==> src/rtl/sdc_wb_arbiter.sv <==
// Two-master round-robin classic Wishbone arbiter for the SD controller register port.
// The owner keeps the bus while it holds cyc. A per-access watchdog turns a hung slave into err.
module sdc_wb_arbiter #(
  parameter int AW      = 8,
  parameter int DW      = 32,
  parameter int TIMEOUT = 255
) (
  input  logic            clk,
  input  logic            resetn,
  input  logic [AW-1:0]   m0_addr_i,
  input  logic [DW-1:0]   m0_dat_i,
  input  logic [DW/8-1:0] m0_sel_i,
  input  logic            m0_we_i,
  input  logic            m0_cyc_i,
  input  logic            m0_stb_i,
  output logic [DW-1:0]   m0_dat_o,
  output logic            m0_ack_o,
  output logic            m0_err_o,
  input  logic [AW-1:0]   m1_addr_i,
  input  logic [DW-1:0]   m1_dat_i,
  input  logic [DW/8-1:0] m1_sel_i,
  input  logic            m1_we_i,
  input  logic            m1_cyc_i,
  input  logic            m1_stb_i,
  output logic [DW-1:0]   m1_dat_o,
  output logic            m1_ack_o,
  output logic            m1_err_o,
  output logic [AW-1:0]   s_addr_o,
  output logic [DW-1:0]   s_dat_o,
  output logic [DW/8-1:0] s_sel_o,
  output logic            s_we_o,
  output logic            s_cyc_o,
  output logic            s_stb_o,
  input  logic [DW-1:0]   s_dat_i,
  input  logic            s_ack_i,
  output logic            busy_o
);

  typedef enum logic [1:0] {IDLE, OWN0, OWN1, ERR} state_t;

  localparam logic [15:0] WD_TC = 16'(TIMEOUT - 1);

  state_t      state_q, state_d;
  logic        last_q, last_d;
  logic [15:0] wd_q, wd_d;

  // last_q always names the current owner once a grant has been made
  logic            own_cyc, own_stb, own_we, own_ack;
  logic [AW-1:0]   own_addr;
  logic [DW-1:0]   own_dat;
  logic [DW/8-1:0] own_sel;

  always_comb begin
    if (last_q) begin
      own_cyc  = m1_cyc_i;
      own_stb  = m1_stb_i;
      own_we   = m1_we_i;
      own_addr = m1_addr_i;
      own_dat  = m1_dat_i;
      own_sel  = m1_sel_i;
    end else begin
      own_cyc  = m0_cyc_i;
      own_stb  = m0_stb_i;
      own_we   = m0_we_i;
      own_addr = m0_addr_i;
      own_dat  = m0_dat_i;
      own_sel  = m0_sel_i;
    end
  end

  // An ack arriving while the owner drops cyc is swallowed.
  assign own_ack = s_ack_i & own_stb & own_cyc;

  always_ff @(posedge clk) begin
    if (!resetn) begin
      state_q <= IDLE;
      last_q  <= 1'b1;
      wd_q    <= '0;
    end else begin
      state_q <= state_d;
      last_q  <= last_d;
      wd_q    <= wd_d;
    end
  end

  always_comb begin
    state_d  = state_q;
    last_d   = last_q;
    wd_d     = '0;
    s_addr_o = '0;
    s_dat_o  = '0;
    s_sel_o  = '0;
    s_we_o   = 1'b0;
    s_cyc_o  = 1'b0;
    s_stb_o  = 1'b0;
    m0_dat_o = '0;
    m0_ack_o = 1'b0;
    m0_err_o = 1'b0;
    m1_dat_o = '0;
    m1_ack_o = 1'b0;
    m1_err_o = 1'b0;
    case (state_q)
      IDLE: begin
        if (m0_cyc_i && (!m1_cyc_i || last_q)) begin
          state_d = OWN0;
          last_d  = 1'b0;
        end else if (m1_cyc_i) begin
          state_d = OWN1;
          last_d  = 1'b1;
        end
      end
      OWN0, OWN1: begin
        s_addr_o = own_addr;
        s_dat_o  = own_dat;
        s_sel_o  = own_sel;
        s_we_o   = own_we;
        s_cyc_o  = own_cyc;
        s_stb_o  = own_stb;
        if (last_q) begin
          m1_ack_o = own_ack;
          m1_dat_o = s_dat_i;
        end else begin
          m0_ack_o = own_ack;
          m0_dat_o = s_dat_i;
        end
        // Ack on the terminal-count cycle wins over the timeout.
        if (!own_cyc) begin
          state_d = IDLE;
        end else if (own_stb && !s_ack_i) begin
          if (wd_q == WD_TC) state_d = ERR;
          else               wd_d    = wd_q + 16'd1;
        end
      end
      ERR: begin
        if (last_q) m1_err_o = 1'b1;
        else        m0_err_o = 1'b1;
        if (own_cyc) state_d = last_q ? OWN1 : OWN0;
        else         state_d = IDLE;
      end
      default: state_d = IDLE;
    endcase
  end

  assign busy_o = (state_q != IDLE);

endmodule
==> config.mk <==
export PLATFORM = sky130hd
export DESIGN_NAME = sdc_wb_arbiter
export DESIGN_NICKNAME = d
export VERILOG_FILES = /design/src/rtl/sdc_wb_arbiter.sv
export SDC_FILE = /design/constraint.sdc
export NUM_CORES = 1
export LEC_CHECK = 0
export ABC_AREA = 0
export BUFFER_PORTS_ARGS = -buffer_cell sky130_fd_sc_hd__buf_2
export CAP_MARGIN = 20
export CORE_ASPECT_RATIO = 0.5
export CORE_MARGIN = 4
export CORE_UTILIZATION = 38
export CTS_CLUSTER_DIAMETER = 30
export CTS_CLUSTER_SIZE = 40
export DETAILED_ROUTE_END_ITERATION = 8
export PLACE_DENSITY = 0.94
export SLEW_MARGIN = 20
export SYNTH_ARGS = -nofsm -noshare
export SYNTH_HDL_FRONTEND = slang
export SYNTH_SLANG_ARGS = --single-unit
==> constraint.sdc <==
create_clock -name clk -period 3.1 [get_ports clk]
set_clock_uncertainty 0.05 [all_clocks]
set_input_delay 0.62 -clock clk [delete_from_list [all_inputs] [get_ports clk]]
set_output_delay 0.62 -clock clk [all_outputs]
set_load 0.05 [all_outputs]
---- Yosys cells after proc, flatten, opt, wreduce, memory -nomap -nowiden ----
Index checks and enable logic that the tools add are counted.
word-level totals
  flip-flop bits (word level) ............. 19
  input bits .............................. 129
operators by class
  add/sub/neg operators ................... 1
  eq/ne operators ......................... 7
  muxes and demuxes ....................... 34
  bitwise operators ....................... 6
  reductions and logical operators ........ 12
operators by type and width
  kind                                                   count
  two-way mux 32 bit                                     6
  adder 16 x 1 -> 16 bit (second input constant)         1
  equality test 16 x 8 -> 1 bit (second input constant)  1
  two-way mux 1 bit                                      16
  two-way mux 8 bit                                      2
  two-way mux 2 bit                                      7
  != test 3 bit (second input constant)                  3
  two-way mux 4 bit                                      2
  one-hot mux 2 bit (3 select lines)                     1
  OR reduction 5 bit                                     1
  equality test 2 bit (second input constant)            2
  inverter 1 bit                                         4
  nonzero test 2 bit                                     2
  AND reduction 3 bit                                    1
  bitwise AND 1 bit                                      2
  equality test 2 x 1 -> 1 bit (second input constant)   1
  logical AND 1 bit                                      2
  logical NOT 1 bit                                      2
  logical NOT 2 bit                                      1
  AND reduction 2 bit                                    1
  OR reduction 2 bit                                     1
  logical OR 1 bit                                       1

---- Depth between registers and ports, before layout ----
Gate-level depths: netlist of the first run.
  depth after elaboration ................. 5
  gate-level depth with buffers ........... 8

---- Worst setup path after synthesis of the first run ----
Ideal clock, no wire load.
  path type ............................... register -> output
  start point ............................. reg state_q[0]
  end point ............................... out m0_ack_o
  arrival time ............................ 3.042 ns
  data required time ...................... 2.430 ns
  slack ................................... -0.612 ns
  stages on the path, launching flop included .. 7
  buffers on the path ..................... 1
  cells stage by stage .................... dfxtp_1 > inv_1 > ha_1 > clkbuf_1 > nor2b_1 > nand2_1 > nor3b_1
between the ends
  longest elaborated chain between the ends .. 3
  elaborated cells between the ends (all ways) .. 4
  classes of those cells .................. eq/ne (2); mux (1); reduce/logical (1)
ends and longest elaborated chain
  item                                                                 RTL line  text
  start: declaration                                                   43        state_t state_q, state_d;
  start signal: assignment                                             80        state_q <= state_d;
  equality test 2 x 1 -> 1 bit or equality test 2 bit (tied branches)  102       case (state_q)
  OR reduction 2 bit *                                                 102
  two-way mux 1 bit *                                                  102
  end: declaration                                                     17        output logic m0_ack_o,
Every way passes the cells marked *; elsewhere a longest branch is shown, timed or not.

---- Worst setup path after layout of the first run ----
  start point ............................. reg state_q[1]
  end point ............................... out m0_ack_o
The elaborated chain is that of the path after synthesis.

==> results of run 1 <==
layer usage:
layer  share of wire [%]  global-route usage (%)
met1                  36                    26.7
met4                 4.3                    12.7
met5                   0                       0
met2                  53                    47.3
met3                 6.9                    3.87
worst paths after layout:
check                     startpoint                  end  slack (ns)  cells past startpoint
max          state_q[1]$_SDFFE_PN0P_             m0_ack_o        0.33                      7
max reg2reg  state_q[1]$_SDFFE_PN0P_  wd_q[10]$_SDFF_PP0_        1.20                      7
min               wd_q[0]$_SDFF_PP0_   wd_q[0]$_SDFF_PP0_        0.42                      1
min reg2reg       wd_q[0]$_SDFF_PP0_   wd_q[0]$_SDFF_PP0_        0.42                      1
cells in the mapped netlist (all sizes together):
master / number / area (sq um)
nand3: 7 / 47.6
nor4: 2 / 27.5
nor2b: 48 / 300
mux2: 1 / 11.3
o22ai: 1 / 6.26
and4: 1 / 8.76
o221ai: 1 / 8.76
o21ai: 1 / 5.00
clkbuf: 16 / 60.1
or2: 1 / 6.26
nor2: 25 / 96.4
and3: 33 / 208
ha: 4 / 50.1
dfxtp: 19 / 380
o311ai: 1 / 8.76
nor3b: 3 / 22.5
a21oi: 1 / 8.76
xnor2: 8 / 70.1
o211ai: 1 / 7.51
inv: 7 / 26.3
buf: 7 / 38.8
or4b: 1 / 13.8
o31ai: 1 / 7.51
and2: 33 / 206
xor2: 6 / 52.6
nand4: 3 / 18.8
a22o: 1 / 10.0
mux2i: 48 / 480
or2b: 1 / 8.76
nand2: 14 / 52.6
power breakdown:
part / leakage (nW) / switching (W) / internal, W
clock network: 0.0382 / 0.0000888 / 0.000175
logic: 2.09 / 0.00250 / 0.000882
registers: 0.154 / 0.0000612 / 0.000262
total: 2.28 / 0.00265 / 0.00132
registers in the layout (all words and copies together) (netlist names):
name and flops:
last_q 1, wd_q 16, state_q 2
through the flow:
stage / hold slack (ns) / area [sq um] / setup slack [ns]
2_1_floorplan: 0.391 / 2260 / 0.140
3_3_place_gp: 0.409 / 3530 / 0.723
3_5_place_dp: 0.417 / 3530 / 0.652
4_1_cts: 0.431 / 3610 / 0.374
5_1_grt: 0.461 / 3610 / 0.201
6_report: 0.424 / 3610 / 0.327
cells by family after synthesis:
group	synth area share [%]
adder cells (fa/ha/maj)	2.22
AO/OA/AOI/OAI	2.78
buffers and inverters	5.56
multiplexers	21.9
flip-flops	16.9
AND/OR/NAND/NOR	45.2
XOR/XNOR	5.45
layout by cell type (no fill, tap or decap), types with 2 or more instances in the layout:
cell,instances
buf_2,244
mux2i_1,48
nor2b_1,47
and2_1,33
and3_1,32
nor2_1,24
dfxtp_1,18
nand2_1,14
xnor2_1,8
inv_1,7
nand3_1,6
xor2_1,6
buf_4,4
nand4_1,3
ha_1,3
clkbuf_16,3
nor3b_1,2
worst max-delay path: cells and delay by family (launching register included):
family,cells,cell delay (ns)
simple gates,3,0.51
flops,1,0.36
fa+ha+maj,1,0.33
buf+inv,3,0.65
layout make-up:
cell class	count	share of cell area, %
timing repair buffer	249	35.3
multi-input combinational	247	48.6
sequential	19	10.7
inverter	7	0.729
clock buffer	4	2.19
tap	73	2.53
==> impl_results.md, run 1 <==
- CTS tree: yes
- CTS buffer count: 3
- Synth Cell Area: 2250 sq um
- Hold_buf cts: 0
- Register area: 384 sq um
- Initial antenna violation count: 0
- Mean post-synth cell area: 7.60 sq um
- Slew Limit Fails: 0
- Fin crit period: 2.77 ns
- Unrepaired setup endpoints after global routing: false
- Core Footprint: 5610 sq um
- Register area share after synthesis: 16.9%
- Status: finished, final reports clean
- Boundary pin count: 245
- Bufs on Longest Clock Path: 2
- Remaining DRCs: 0
- Area of the multi-input gates: 1750 sq um
- Die H: 62.4 um
- Pwr dens: 1100 nW/um^2
- CP cell instances: inv_1 > ha_2 > buf_4 > nor2b_2 > nand2_1 > nor3b_2 > buf_2
- Worst slew margin: 65.1%
- Postcts setup bufs: 0
- Register bit total from synthesis: 19
- Synthesized net count: 429
- Part of the cycle the worst path needs: 89.5%
- # clock sinks: 19
- Max FO, Critical Path: 44
- Die area: 7290 sq um
- H-tree depth: 1
- GR Util All Layers: 25.1%
- Critical Path RT: 2.43 ns
- Setup-failing EPs final: 0
- Clock root buffer: clkbuf_16
- Slowest CP cell: dfxtp_1
- Peak supply drop: 0.599 mV
- Worst-margin pin slew: 0.524 ns
- Vias/cell: 5.01
- DP HPWL: 8140 um
- Hold Vio Cnt, Final: 0
- WP data arrival: 2.10 ns
- Per-cell routed wire length: 16.2 um
- Pin count of the biggest net entering global routing: 49
- Tightest Hold Check Type: flop to flop
- Drt total wl: 9720 um
- Fillers: 498
- First-pass GRT wire length: 14800 um
- Yosys warnings: 0
- Critical Path Max Stage Delay: 0.36 ns
- Die W: 117 um
- Fmax: 361 MHz
- Site Rows: 19
- Grt ovf: 0
- Finished Core Util: 64.3%
- Vias in the first global route: 2949
- Synth unique cells: 36
- Initial Utilization: 40.1%
- Syn-to-layout area delta: 60.3%
- N_diodes: 0
- Startpoint Class: flop
- Clk_lat worst skew: 0.25 ns
- Pwr Total: 0.00397 W
- Post-Layout Cell Count: 599
- Gpl congestion: 0.922
- Clock transition at path regs: 0.05 ns
- Post-CTS Resized: 0
- Post-DRT Antenna Nets: 0
- DRT iter0 DRCs: 226
- DR pass1 iterations: 4
- Mapped Cells: 296
- Final setup TNS: 0 ns
- Dpl cells: 595
- Vias after detailed routing: 2998
- Share of layout cells above drive strength 1: 50.6%
- Nets@finish: 660
- Port Buf Inserts: 244
- Crit Path Category: flop to output port
- Crit. End Element: output port
- Leakage power: 2.28 nW
- Max Cap Viol: 0
No activity file was read; power rests on OpenSTA's default activity.
==> inputs of run 2 (changes only) <==
--- a/config.mk
+++ b/config.mk
@@ -14,7 +14,8 @@
 export CTS_CLUSTER_DIAMETER = 30
 export CTS_CLUSTER_SIZE = 40
 export DETAILED_ROUTE_END_ITERATION = 8
-export PLACE_DENSITY = 0.94
+export MAX_ROUTING_LAYER = met4
+export PLACE_DENSITY = 0.88
 export SLEW_MARGIN = 20
 export SYNTH_ARGS = -nofsm -noshare
 export SYNTH_HDL_FRONTEND = slang
==> run 2 against run 1 <==
First-iteration DRC count fell by 27%. Sequential share of layout area about the same. Sequential power shrank 5%. Cell count rose by 0.33%. Global-route usage shrank 0.45 points. Design area about the same. Register-to-register slack got worse by 0.16 ns. Worst setup slack improved by 0.12 ns. Fmax up 4.4%. Hold slack improved by 0.00088 ns. Critical endpoint is now m0_dat_o[4]. Core utilization barely moved.
==> impl_results.md, run 2 (synthesis results as in run 1) <==
- Remaining DRCs: 0 (unchanged)
- Fin crit period: 2.66 ns (was 2.77 ns)
- Clk_lat worst skew: 0.25 ns (about the same)
- Setup-failing EPs final: 0 (unchanged)
- Max FO, Critical Path: 32 (was 44)
- Pin count of the biggest net entering global routing: 38 (was 49)
- Cell family with most CP delay: buffers and inverters (unchanged)
- DP Worst Slack: 0.735 ns (was 0.652 ns)
- Peak supply drop: 0.623 mV (was 0.599 mV)
- Post-DRT Antenna Nets: 0 (unchanged)
- Vias after detailed routing: 2908 (was 2998)
- Final Hold Slack: 0.425 ns (was 0.424 ns)
- Hold_buf cts: 0 (unchanged)
- Gpl congestion: 1.01 (was 0.922)
- Die H: 62.4 um (unchanged)
- Top Registers: wd_q x16, state_q x2, last_q x1 (unchanged)
- Core Footprint: 5610 sq um (unchanged)
- H-tree depth: 1 (unchanged)
- CTS tree: yes (unchanged)
- Unrepaired setup endpoints after global routing: false (unchanged)
- Bufs on Longest Clock Path: 2 (unchanged)
- Slew Limit Fails: 0 (unchanged)
- Post-CTS Resized: 0 (unchanged)
- Final setup TNS: 0 ns (unchanged)
- Critical Path RT: 2.43 ns (about the same)
- Postcts setup bufs: 0 (unchanged)
- Nets@finish: 662 (was 660)
- Most frequent cells in the layout: buf_2 (244), mux2i_1 (48), nor2b_1 (47) (unchanged)
- First-pass GRT wire length: 14300 um (was 14800 um)
- Per-cell routed wire length: 15.6 um (was 16.2 um)
- Clock root buffer: clkbuf_16 (unchanged)
- Max Cap Viol: 0 (unchanged)
- Syn-to-layout area delta: 60.4% (was 60.3%)
- Clock transition at path regs: 0.05 ns (about the same)
- Tightest Hold Check Type: flop to flop (unchanged)
- Initial antenna violation count: 0 (unchanged)
- Commonest non-fill, non-tap cell in the layout: buf_2 (unchanged)
- WP data arrival: 1.99 ns (was 2.10 ns)
- GR Util All Layers: 24.7% (was 25.1%)
- Die W: 117 um (unchanged)
- CP cell instances: inv_1 > ha_2 > nor2b_1 > buf_4 > and2_1 > buf_2 (was inv_1 > ha_2 > buf_4 > nor2b_2 > nand2_1 > nor3b_2 > buf_2)
- DRT iter0 DRCs: 166 (was 226)
- Share of layout cells above drive strength 1: 50.8% (was 50.6%)
- Fillers: 498 (unchanged)
- Worst slew margin: 75.9% (was 65.1%)
- Port Buf Inserts: 244 (unchanged)
- Startpoint Class: flop (unchanged)
- Crit. End Element: output port (unchanged)
- Site Rows: 19 (unchanged)
- # clock sinks: 19 (unchanged)
- Max FFs per register: 16 (unchanged)
- Slowest CP cell: ha_2 (was dfxtp_1)
- Vias/cell: 4.84 (was 5.01)
- CTS buffer count: 3 (unchanged)
- Drt total wl: 9370 um (was 9720 um)
- Die area: 7290 sq um (unchanged)
- Hold Vio Cnt, Final: 0 (unchanged)
- DR pass1 iterations: 4 (unchanged)
- Leakage power: 2.29 nW (was 2.28 nW)
- Vias in the first global route: 2875 (was 2949)
- Boundary pin count: 245 (unchanged)
- Biggest register: wd_q (unchanged)
- Pwr dens: 1110 nW/um^2 (was 1100 nW/um^2)
- Initial Utilization: 40.1% (unchanged)
- Buf/Inv on CP: 3 (unchanged)
- DP HPWL: 7760 um (was 8140 um)
- Grt ovf: 0 (unchanged)
- Status: finished, final reports clean (unchanged)
- Worst-margin pin slew: 0.361 ns (was 0.524 ns)
- Fmax: 377 MHz (was 361 MHz)
- Part of the cycle the worst path needs: 85.7% (was 89.5%)
- N_diodes: 0 (unchanged)
- Crit Path Category: flop to output port (unchanged)
- Critical Path Max Stage Delay: 0.46 ns (was 0.36 ns)
- Final setup margin: 0.445 ns (was 0.327 ns)
## run 2: changes by cell type in the layout (fill, tap and decap cells not counted)
cell | before | now
buf_12 | 1 | 0
buf_4 | 4 | 7
## run 2: metal layers
| layer | wire length, um | vias up | GRT usage (%) |
|---|---|---|---|
| met4 | 210 | 0 | 5.72 |
| met3 | 652 | 20 | 4.93 |
| met1 | 3580 | 1325 | 26.7 |
| li1 | - | 1454 | - |
| met5 | 0 | - | - |
| met2 | 4930 | 109 | 46.0 |
## run 2: worst register-to-register path, delay by kind of cell, from the launching register on
family                   cells  cell delay [ns]
adder cells (fa/ha/maj)      1             0.46
flip-flops                   1             0.35
AO/OA/AOI/OAI                1             0.22
AND/OR/NAND/NOR              3             0.54
buffers and inverters        2             0.38
## run 2: per-stage QoR
| stage | total power (W) | cells | utilization (%) | area, sq um |
|---|---|---|---|---|
| after floorplan | 0.00299 | 296 | - | 2260 |
| after global placement | 0.00369 | 597 | 62.9 | 3530 |
| after CTS | 0.00399 | 601 | 64.3 | 3610 |
| final | 0.00399 | 601 | 64.3 | 3610 |
| after global routing | 0.00416 | 601 | 64.3 | 3610 |
| after detailed placement | 0.00372 | 597 | 62.9 | 3530 |
## run 2: power by group
part,switching [W],internal (W),leakage [nW],total (W)
clock network,0.0000853,0.000175,0.0382,0.000260
logic,0.00253,0.000887,2.09,0.00342
registers,0.0000446,0.000262,0.154,0.000307
## run 2: worst paths after layout
check | start | to | slack, ns | cells after the start
max | state_q[1]$_SDFFE_PN0P_ | m0_dat_o[4] | 0.44 | 6
min | wd_q[0]$_SDFF_PP0_ | wd_q[0]$_SDFF_PP0_ | 0.42 | 1
max reg2reg | state_q[1]$_SDFFE_PN0P_ | wd_q[2]$_SDFF_PP0_ | 1.04 | 7
min reg2reg | wd_q[0]$_SDFF_PP0_ | wd_q[0]$_SDFF_PP0_ | 0.42 | 1
## run 2: cell type report
type | count | area, sq um | area share (%)
multi-input combinational | 247 | 1750 | 48.6
inverter | 7 | 26.3 | 0.728
sequential | 19 | 384 | 10.6
tap | 73 | 91.3 | 2.53
clock buffer | 4 | 78.8 | 2.18
timing repair buffer | 251 | 1270 | 35.3
==> inputs of run 3 (changes only) <==
--- a/config.mk
+++ b/config.mk
@@ -10,12 +10,13 @@
 export CAP_MARGIN = 20
 export CORE_ASPECT_RATIO = 0.5
 export CORE_MARGIN = 4
-export CORE_UTILIZATION = 38
+export CORE_UTILIZATION = 35
 export CTS_CLUSTER_DIAMETER = 30
 export CTS_CLUSTER_SIZE = 40
 export DETAILED_ROUTE_END_ITERATION = 8
 export MAX_ROUTING_LAYER = met4
-export PLACE_DENSITY = 0.88
+export PLACE_DENSITY = 0.82
+export SETUP_SLACK_MARGIN = 0.15
 export SLEW_MARGIN = 20
 export SYNTH_ARGS = -nofsm -noshare
 export SYNTH_HDL_FRONTEND = slang
==> constraint.sdc (replaced) <==
create_clock -name clk -period 2.5 [get_ports clk]
set_clock_uncertainty 0.05 [all_clocks]
set_input_delay 0.5 -clock clk [delete_from_list [all_inputs] [get_ports clk]]
set_output_delay 0.5 -clock clk [all_outputs]
set_load 0.05 [all_outputs]
==> run 3 against run 2 <==
Count of clock-buffer cells in the layout decreased by 1. Clock power grew 28%. Worst setup slack worse by 0.27 ns. Critical endpoint is now m0_dat_o[22]. Largest power group unchanged. Highest routed layer unchanged.
==> impl_results.md, run 3 (synthesis results as in run 1) <==
- Status: finished, final reports clean (unchanged)
- Per-cell routed wire length: 14.8 um (was 15.6 um)
- Core Footprint: 6160 sq um (was 5610 sq um)
- FF-to-FF Start: wd_q[0]$_SDFF_PP0_ (was state_q[1]$_SDFFE_PN0P_)
- Max FFs per register: 16 (unchanged)
- CTS buffer count: 3 (unchanged)
- Clock root buffer: clkbuf_16 (unchanged)
- Dpl cell area: 3650 sq um (was 3530 sq um)
- Fillers: 549 (was 498)
- Site Rows: 20 (was 19)
- Initial Utilization: 36.5% (was 40.1%)
- R2R Path End: state_q[0]$_SDFFE_PN0P_ (was wd_q[2]$_SDFF_PP0_)
- # clock sinks: 19 (unchanged)
- First-pass GRT wire length: 13500 um (was 14300 um)
- Top Registers: wd_q x16, state_q x2, last_q x1 (unchanged)
- Remaining DRCs: 0 (unchanged)
- DP HPWL: 7150 um (was 7760 um)
- Max Cap Viol: 0 (unchanged)
- Vias in the first global route: 2645 (was 2875)
- Bufs on Longest Clock Path: 2 (unchanged)
- WP depth: 6 (unchanged)
- Startpoint Class: flop (unchanged)
- Initial antenna violation count: 0 (unchanged)
- CP cell instances: inv_1 > ha_4 > nor2b_4 > buf_6 > and2_1 > buf_4 (was inv_1 > ha_2 > nor2b_1 > buf_4 > and2_1 > buf_2)
- Pin count of the biggest net entering global routing: 42 (was 38)
- Dpl cells: 610 (was 597)
- Register area: 384 sq um (unchanged)
- R2R cell count: 7 (unchanged)
- N_diodes: 0 (unchanged)
- Nets@finish: 661 (was 662)
- CTS tree: yes (unchanged)
- Vias after detailed routing: 2824 (was 2908)
- Clk_lat worst skew: 0.25 ns (about the same)
- Biggest register: wd_q (unchanged)
- DRT iter0 DRCs: 179 (was 166)
- Fin crit period: 2.32 ns
- Most frequent cells in the layout: buf_2 (207), mux2i_1 (48), and2_1 (33) (was buf_2 (244), mux2i_1 (48), nor2b_1 (47))
- Slew Limit Fails: 0 (unchanged)
- Crit Path Category: flop to output port (unchanged)
- Fmax: 430 MHz
- Final setup TNS: 0 ns (unchanged)
- Part of the cycle the worst path needs: 93.0%
- Clock transition at path regs: 0.05 ns (about the same)
- Post-DRT Antenna Nets: 0 (unchanged)
- Max FO, Critical Path: 16 (was 32)
- Critical Path End: m0_dat_o[22] (was m0_dat_o[4])
- Crit. End Element: output port (unchanged)
- Critical Path Max Stage Delay: 0.36 ns (was 0.46 ns)
- Cell family with most CP delay: buffers and inverters (unchanged)
- Die W: 121 um (was 117 um)
- Unrepaired setup endpoints after global routing: true (was false)
- Critical Path RT: 1.95 ns (was 2.43 ns)
- GR Util All Layers: 21.4% (was 24.7%)
- Port Buf Inserts: 244 (unchanged)
- Worst-margin pin slew: 0.422 ns (was 0.361 ns)
- H-tree depth: 1 (unchanged)
- Crit path from: state_q[0]$_SDFFE_PN0P_ (was state_q[1]$_SDFFE_PN0P_)
- Drt total wl: 9120 um (was 9370 um)
- Design area: 3910 sq um (was 3610 sq um)
- Worst slew margin: 71.1% (was 75.9%)
- Die H: 64.7 um (was 62.4 um)
- Hold Vio Cnt, Final: 0 (unchanged)
- Slowest CP cell: dfxtp_1 (was ha_2)
- DR pass1 iterations: 4 (unchanged)
- Grt ovf: 0 (unchanged)
- Pwr dens: 1340 nW/um^2 (was 1110 nW/um^2)
- Peak supply drop: 0.495 mV (was 0.623 mV)
- Vias/cell: 4.59 (was 4.84)
- Hold_buf cts: 0 (unchanged)
- Leakage power: 2.33 nW (was 2.29 nW)
- Area of the multi-input gates: 1860 sq um (was 1750 sq um)
- Boundary pin count: 245 (unchanged)
- Commonest non-fill, non-tap cell in the layout: buf_2 (unchanged)
- Reg2reg setup slack: 0.63 ns (was 1.04 ns)
- Die area: 7850 sq um (was 7290 sq um)
- Syn-to-layout area delta: 73.8% (was 60.4%)
- WP data arrival: 1.77 ns (was 1.99 ns)
- Post-Layout Cell Count: 615 (was 601)
- Tightest Hold Check Type: flop to flop (unchanged)
- Gpl congestion: 0.919 (was 1.01)
- Buf/Inv on CP: 3 (unchanged)
- Setup-failing EPs final: 0 (unchanged)
- Share of layout cells above drive strength 1: 57.1% (was 50.8%)
==> run 3: cell type report <==
cell class,instances,share of cell area (%)
tap,88,2.82
multi-input combinational,247,47.6
clock inverter,1,0.192
timing repair buffer,250,36.9
clock buffer,3,1.92
inverter,7,0.672
sequential,19,9.82
==> run 3: per-stage QoR <==
stage / util (%) / total power, W / setup slack [ns] / hold slack (ns)
5_1_grt: 63.5 / 0.00548 / 0.106 / 0.468
2_1_floorplan: - / 0.00383 / 0.160 / 0.391
3_3_place_gp: 59.3 / 0.00470 / 0.375 / 0.407
4_1_cts: 62.4 / 0.00518 / 0.194 / 0.440
6_report: 63.5 / 0.00523 / 0.175 / 0.440
3_5_place_dp: 59.3 / 0.00474 / 0.307 / 0.430
==> run 3: worst min path at each step <==
stage                       startpoint  depth (start not counted)                 endpoint  slack, ns
6_report            wd_q[0]$_SDFF_PP0_                          1       wd_q[0]$_SDFF_PP0_       0.44
5_1_grt        state_q[0]$_SDFFE_PN0P_                          2  state_q[0]$_SDFFE_PN0P_       0.47
4_1_cts        state_q[1]$_SDFFE_PN0P_                          2  state_q[1]$_SDFFE_PN0P_       0.44
3_5_place_dp   state_q[1]$_SDFFE_PN0P_                          2  state_q[1]$_SDFFE_PN0P_       0.43
3_3_place_gp        wd_q[0]$_SDFF_PP0_                          1       wd_q[0]$_SDFF_PP0_       0.41
2_1_floorplan       wd_q[0]$_SDFF_PP0_                          1       wd_q[0]$_SDFF_PP0_       0.39
==> run 3: power by group <==
group	internal (W)	switching [W]	total [W]
combinational	0.00133	0.00320	0.00454
sequential	0.000325	0.0000371	0.000362
clock	0.000216	0.000116	0.000332
==> run 3: what timing repair did <==
action | in CTS | in global routing
cloned | 1 | 0
endpoints found under the setup margin | 69 | 55
buffers inserted | 0 | 0
gates resized for setup | 37 | 20
hold endpoints to repair | 0 | 0
==> run 3: routing by layer <==
layer  part of all wire [%]  GRT usage (%)  up-vias  routed length, um
met1                     40           24.9     1275               3610
met4                    1.3           4.47        0                118
li1                       -              -     1459                  -
met3                    4.8           2.53       13                441
met2                     54           39.9       77               4950
met5                      0              -        -                  0
